File: src/rtl/bp_pkg.sv
// Shared types and helpers for the branch-predictor table scheduler.
package bp_pkg;

   // Scheduler states: full-table initialise sweep, or normal operation.
   typedef enum logic {
      SWEEP = 1'b0,
      RUN   = 1'b1
   } bp_sched_state_t;

   // Number of table entries for a given index width.
   function automatic int unsigned table_entries(input int unsigned idx_w);
      return 32'd1 << idx_w;
   endfunction

endpackage

File: src/rtl/bp_update_fifo.sv
// Synchronous FIFO holding pending table updates (index/data records).
module bp_update_fifo #(
   parameter int unsigned W     = 38,
   parameter int unsigned DEPTH = 4
) (
   input  logic                       CLK,
   input  logic                       RST,
   input  logic                       clear,
   input  logic                       push,
   input  logic                       pop,
   input  logic [W-1:0]               wdata,
   output logic [W-1:0]               rdata,
   output logic                       full,
   output logic                       empty,
   output logic [$clog2(DEPTH):0]     count
);

   localparam int unsigned PTR_W = $clog2(DEPTH);
   localparam int unsigned CNT_W = PTR_W + 1;

   logic [W-1:0]     mem [DEPTH];
   logic [PTR_W-1:0] wr_ptr;
   logic [PTR_W-1:0] rd_ptr;
   logic             push_ok;
   logic             pop_ok;

   assign full    = (count == CNT_W'(DEPTH));
   assign empty   = (count == '0);
   assign push_ok = push && !full && !clear;
   assign pop_ok  = pop && !empty && !clear;
   assign rdata   = mem[rd_ptr];

   // Storage array; written only on an accepted push.
   always_ff @(posedge CLK) begin
      if (push_ok) begin
         mem[wr_ptr] <= wdata;
      end
   end

   // Pointers wrap naturally because DEPTH is a power of two.
   always_ff @(posedge CLK or posedge RST) begin
      if (RST) begin
         wr_ptr <= '0;
         rd_ptr <= '0;
         count  <= '0;
      end else if (clear) begin
         wr_ptr <= '0;
         rd_ptr <= '0;
         count  <= '0;
      end else begin
         if (push_ok) begin
            wr_ptr <= wr_ptr + 1'b1;
         end
         if (pop_ok) begin
            rd_ptr <= rd_ptr + 1'b1;
         end
         case ({push_ok, pop_ok})
            2'b10:   count <= count + 1'b1;
            2'b01:   count <= count - 1'b1;
            default: count <= count;
         endcase
      end
   end

endmodule

File: src/rtl/bp_table_scheduler.sv
// Arbitrates a single-port predictor table between fetch lookups, buffered
// execute updates and a full-table initialise sweep.
module bp_table_scheduler
   import bp_pkg::*;
#(
   parameter int unsigned         IDX_W    = 6,
   parameter int unsigned         ENTRY_W  = 32,
   parameter int unsigned         QDEPTH   = 4,
   parameter int unsigned         MAX_WAIT = 8,
   parameter logic [ENTRY_W-1:0]  INIT_VAL = '0
) (
   input  logic               CLK,
   input  logic               RST,
   input  logic               lookup_valid,
   input  logic [IDX_W-1:0]   lookup_index,
   output logic               lookup_ready,
   output logic               lookup_rvalid,
   output logic [ENTRY_W-1:0] lookup_rdata,
   input  logic               upd_valid,
   input  logic [IDX_W-1:0]   upd_index,
   input  logic [ENTRY_W-1:0] upd_data,
   output logic               upd_ready,
   input  logic               flush_req,
   output logic               busy,
   output logic               tbl_en,
   output logic               tbl_we,
   output logic [IDX_W-1:0]   tbl_addr,
   output logic [ENTRY_W-1:0] tbl_wdata,
   input  logic [ENTRY_W-1:0] tbl_rdata
);

   localparam int unsigned TABLE_ENTRIES = table_entries(IDX_W);
   localparam int unsigned WAIT_W = (MAX_WAIT < 1) ? 1 : $clog2(MAX_WAIT + 1);
   localparam int unsigned CNT_W  = $clog2(QDEPTH) + 1;

   // Update record is sized by this instance's parameters, so it is local.
   typedef struct packed {
      logic [IDX_W-1:0]   index;
      logic [ENTRY_W-1:0] data;
   } bp_update_t;

   bp_sched_state_t   state;
   logic [IDX_W-1:0]  sweep_cnt;
   logic [WAIT_W-1:0] wait_cnt;

   bp_update_t        fifo_in;
   bp_update_t        fifo_head;
   logic              fifo_full;
   logic              fifo_empty;
   logic [CNT_W-1:0]  fifo_count;
   logic              push;
   logic              pop;
   logic              read_grant;
   logic              force_upd;

   assign fifo_in.index = upd_index;
   assign fifo_in.data  = upd_data;
   assign push          = upd_valid && upd_ready && !flush_req;
   assign busy          = (state == SWEEP);
   assign lookup_rdata  = tbl_rdata;

   bp_update_fifo #(
      .W     ($bits(bp_update_t)),
      .DEPTH (QDEPTH)
   ) u_fifo (
      .CLK   (CLK),
      .RST   (RST),
      .clear (flush_req),
      .push  (push),
      .pop   (pop),
      .wdata (fifo_in),
      .rdata (fifo_head),
      .full  (fifo_full),
      .empty (fifo_empty),
      .count (fifo_count)
   );

   // Grant selection and RAM port drive; lookups win unless the update head has aged out.
   always_comb begin
      force_upd    = !fifo_empty && (fifo_full || (wait_cnt >= WAIT_W'(MAX_WAIT)));
      lookup_ready = 1'b0;
      upd_ready    = 1'b0;
      read_grant   = 1'b0;
      pop          = 1'b0;
      tbl_en       = 1'b0;
      tbl_we       = 1'b0;
      tbl_addr     = '0;
      tbl_wdata    = '0;
      case (state)
         SWEEP: begin
            tbl_en    = 1'b1;
            tbl_we    = 1'b1;
            tbl_addr  = sweep_cnt;
            tbl_wdata = INIT_VAL;
         end
         RUN: begin
            lookup_ready = !force_upd;
            upd_ready    = (fifo_count < CNT_W'(QDEPTH));
            read_grant   = lookup_valid && lookup_ready;
            if (read_grant) begin
               tbl_en   = 1'b1;
               tbl_addr = lookup_index;
            end else if (!fifo_empty && !flush_req) begin
               // Pending updates are discarded by a flush, so none is written in that cycle.
               pop       = 1'b1;
               tbl_en    = 1'b1;
               tbl_we    = 1'b1;
               tbl_addr  = fifo_head.index;
               tbl_wdata = fifo_head.data;
            end
         end
         default: begin
         end
      endcase
   end

   // Scheduler FSM, sweep counter, update aging counter and read-valid register.
   always_ff @(posedge CLK or posedge RST) begin
      if (RST) begin
         state         <= SWEEP;
         sweep_cnt     <= '0;
         wait_cnt      <= '0;
         lookup_rvalid <= 1'b0;
      end else begin
         lookup_rvalid <= read_grant;
         if (flush_req) begin
            state     <= SWEEP;
            sweep_cnt <= '0;
            wait_cnt  <= '0;
         end else begin
            case (state)
               SWEEP: begin
                  sweep_cnt <= sweep_cnt + 1'b1;
                  if (sweep_cnt == IDX_W'(TABLE_ENTRIES - 1)) begin
                     state <= RUN;
                  end
               end
               RUN: begin
                  if (pop || fifo_empty) begin
                     wait_cnt <= '0;
                  end else if (wait_cnt < WAIT_W'(MAX_WAIT)) begin
                     wait_cnt <= wait_cnt + 1'b1;
                  end
               end
               default: state <= SWEEP;
            endcase
         end
      end
   end

endmodule
File: config.mk
export PLATFORM = sky130hd
export DESIGN_NAME = bp_table_scheduler
export DESIGN_NICKNAME = d
export VERILOG_FILES = /design/src/rtl/bp_pkg.sv /design/src/rtl/bp_update_fifo.sv /design/src/rtl/bp_table_scheduler.sv
export SDC_FILE = /design/constraint.sdc
export NUM_CORES = 1
export LEC_CHECK = 0
export CORE_MARGIN = 2
export CORE_UTILIZATION = 32
export CTS_CLUSTER_SIZE = 24
export DETAILED_ROUTE_END_ITERATION = 16
export PLACE_DENSITY = 0.57
export SLEW_MARGIN = 15
export SYNTH_ARGS = -nofsm -noshare
export SYNTH_HDL_FRONTEND = slang
export SYNTH_SLANG_ARGS = --single-unit
File: constraint.sdc
create_clock -name CLK -period 3.35 [get_ports CLK]
set_input_delay 1.005 -clock CLK [delete_from_list [all_inputs] [get_ports CLK]]
set_output_delay 1.005 -clock CLK [all_outputs]
set_load 0.01 [all_outputs]
==> impl_summary.log <==
INFO  metric status = completed
INFO  metric placement_row_count = 54
INFO  metric worstPathCellList = buf_2, nor2b_4, a2111o_1, buf_6, buf_16, nor2b_2, buf_2
INFO  metric post_route_cells_drive_above_1_share = 0.287
INFO  metric number_of_antenna_violations_at_the_first_check_in_global_routing = 0
INFO  metric ys_ff_latch = 171
INFO  metric netlist.top_cell.by_area = edfxtp_1
INFO  metric drc_violations_left = 0
INFO  metric fmaxAchievable = 307 MHz
INFO  metric total_congestion_overflow = 0
INFO  metric port_buffers = 92
INFO  metric design.die.area = 23800 µm²
INFO  metric cts_tree = yes
INFO  metric hold_depth = 2
INFO  metric power.leakage = 3.12 nW
INFO  metric hold_viol = 0
INFO  metric synth_nets = 515
INFO  metric detail_route.iter0.violations = 197
INFO  metric layout.cell_area.non_filler = 9030 µm²
INFO  metric net-switching-power = 889 µW
INFO  metric p_int = 3.43 mW
INFO  metric end_kind = output port
INFO  metric initial_core_util = 0.329
INFO  metric design.core.area = 22000 µm²
INFO  metric cts_buffer_depth = 2
INFO  metric rsz_0062_raised_after_global_routing = no
INFO  metric grt_pass1_vias = 4141
INFO  metric layout.core_utilization = 0.411
INFO  metric dr_total_vias = 3886
INFO  metric cp_slowest_stage_delay = 430 ps
INFO  metric synthFlopType = edfxtp_1
INFO  metric power.share.clock = 0.435
INFO  metric wirelength = 15.0 mm
INFO  metric track_usage = 0.131
INFO  metric die_y = 154 µm
INFO  metric cts_made_buffers = 17
INFO  metric timing.max_cap.violations = 0
INFO  metric clock-sinks = 171
INFO  metric placed_area = 8470 µm²
INFO  metric worst_r2r_path_depth = 11
INFO  metric pin_count = 157
INFO  metric finalSetupViolations = 0
INFO  metric sequential_to_total_area_share_from_yosys_stat = 0.698
INFO  metric critical_path_s_slowest_cell = a2111o_1
INFO  metric area_growth = 25.0%
INFO  metric pwr-share-seq = 0.538
INFO  metric wire_length_of_the_first_global_routing_pass = 23.5 mm
INFO  metric ir_drop = 0.313 mV
INFO  metric hpwlAfterDp = 9.15 mm
INFO  metric period_needed = 3260 ps
INFO  metric post_synth_main_area_contributors = edfxtp_1, mux4_2, dfrtp_1, nor2b_1, buf_4
INFO  metric criticalPathCategory = input pin to output port
INFO  metric yosysWarnings = 0
INFO  metric cp-start-kind = input pin
INFO  metric synthesized_area_divided_by_synthesized_cell_count = 17.0 µm²
INFO  metric synth_most_common_cell = edfxtp_1
INFO  metric slew_viol_final = 0
INFO  metric grt_start_max_net_pins = 39
INFO  metric post_synth_num_cell_types = 40
INFO  metric place_congestion = 0.728
INFO  metric ctsHtreeMaxLevel = 4
INFO  metric clkSlewWorstSetupHoldPaths = 70 ps
INFO  metric worst_clock_skew = 12.4 ps
INFO  metric remaining_antenna_violation_count = 0
INFO  metric drt-wirelength-per-cell = 18.5 µm
INFO  metric timing.critical_path.fanout_max = 6
INFO  metric finish.net_count = 606
INFO  metric total_power_per_unit_cell_area = 479 nW/µm²
INFO  metric worstHoldPathType = register to register
INFO  metric cts_root_buffer = clkbuf_16
INFO  metric synth_top_area_share = 0.632
INFO  metric syn-instance-count = 426
INFO  metric critPathMostFrequentCell = buf_2
INFO  metric synth_enable_flop_cells = 152
INFO  metric antennaDiodeCount = 0
INFO  metric detailedRoute.firstPassIterationCount = 4
INFO  metric cts_hold_buf = 0
INFO  metric power.share.combinational = 0.027
INFO  metric worst_slew_pin_slew = 817 ps
INFO  metric worst_endpoint_required_time = 2340 ps
INFO  metric num-fill-cells = 1957
INFO  metric min_period_over_period = 0.973
INFO  metric share_of_async_settable_or_async_resettable_flops_after_synthesis = 0.111
INFO  metric worst_slew_margin_rel = 0.455
INFO  metric viasPerCell = 4.80
INFO  metric worst_skew_pair.late_latency = 420 ps
INFO  metric die-width = 154 µm
INFO  metric syn-cell-area = 7220 µm²
INFO  metric critPathArrivalTime = 2260 ps
INFO  metric commonest_cells_in_the_netlist = edfxtp_1, nor2b_1, mux4_2
INFO  metric power_switching_share = 0.206
==> layout by cell type (no fill, tap or decap), types with 3 or more instances in the layout <==
cell type	n
ha_1	7
nor2b_1	31
clkdlybuf4s50_1	50
inv_1	11
clkbuf_16	17
a21oi_1	9
o21ai_0	11
nand2_1	19
inv_6	4
clkinv_4	3
dlygate4sd2_1	5
buf_2	30
clkdlybuf4s15_2	3
nor2_1	15
nand2b_1	3
buf_4	20
clkdlybuf4s15_1	4
nand3_1	6
inv_8	3
a31oi_1	4
nor3_1	3
nor2b_4	3
dfrtp_1	17
and3_2	4
buf_12	9
edfxtp_1	152
mux4_2	38
xnor2_1	3
nor2b_2	5
==> timing repair <==
action                     4_1_cts  5_1_grt
setup endpoints to repair       40       32
cloned                           2        0
buffers inserted                 3        0
resized for setup              158        2
pin swaps                        1        1
==> metal layers <==
metal  vias to the layer above  global-route usage  routed length, µm
met1                      1956               0.166               6400
met3                        53              0.0331                799
met4                         0              0.0565                413
li1                       1779                   -                  -
met5                         -                   0                  0
met2                        98               0.216               7370
==> layout make-up <==
type	count	area (µm²)	area share
multi-input cells	191	1850	0.205
well taps	280	350	0.0388
flip-flops and latches	171	5040	0.559
repair buffers	125	1180	0.130
clock buffers	18	429	0.0475
clock inverters	13	135	0.0150
inverters	11	41.3	0.00457
==> cells by family after synthesis <==
logic type / count (synthesis) / synth area share
compound gates: 39 / 0.0341
fa+ha+maj: 8 / 0.0149
mux: 40 / 0.121
buf+inv: 64 / 0.0528
xor+xnor: 4 / 0.00485
simple gates: 100 / 0.0742
flops: 171 / 0.698
==> path summary, 6_finish.rpt <==
check                                     start                to  slack [ps]
worst max-delay path               lookup_valid     tbl_wdata[20]          90
worst min-delay path                wait_cnt[2]       wait_cnt[2]         570
worst max register to register  u_fifo.count[0]   u_fifo.count[2]         830
worst min register to register      wait_cnt[2]       wait_cnt[2]         570
max in group asynchronous                   RST  u_fifo.rd_ptr[1]        1710
min in group asynchronous                   RST      sweep_cnt[3]        1070
==> power groups by stage <==
stage / Sequential [mW] / Clock, mW / Combinational [mW]
final: 2.32 / 1.88 / 0.116
after detailed placement: 2.37 / 0 / 0.120
after global routing: 2.32 / 2.02 / 0.128
after CTS: 2.32 / 1.93 / 0.117
after global placement: 2.37 / 0 / 0.115
after floorplan: 2.37 / 0 / 0.0663
==> worst max-delay path, delay by kind of cell <==
family	cells	cell delay, ps
AOI/OAI and AO/OA	1	430
and+or+nand+nor	2	240
buffers and inverters	4	580
==> stage by stage <==
step / setup WS, ps / hold slack, ps / total power, mW / instances / TNS [ps]
detailed placement: -702 / 557 / 2.49 / 773 / -25600
global placement: -659 / 545 / 2.49 / 773 / -24750
global route: 6.03 / 592 / 4.47 / 809 / 0
floorplan: 121 / 524 / 2.44 / 426 / 0
finish: 89.7 / 568 / 4.32 / 809 / 0
CTS: 26.4 / 568 / 4.37 / 809 / 0
==> flip-flops by register name, indices dropped and copies added, names as in the netlist <==
register	count
sweep_cnt	6
lookup_rvalid	1
u_fifo.count	3
u_fifo.wr_ptr	2
u_fifo.rd_ptr	2
wait_cnt	4
state	1
u_fifo.mem	152
(Power assumes the default switching activity.)
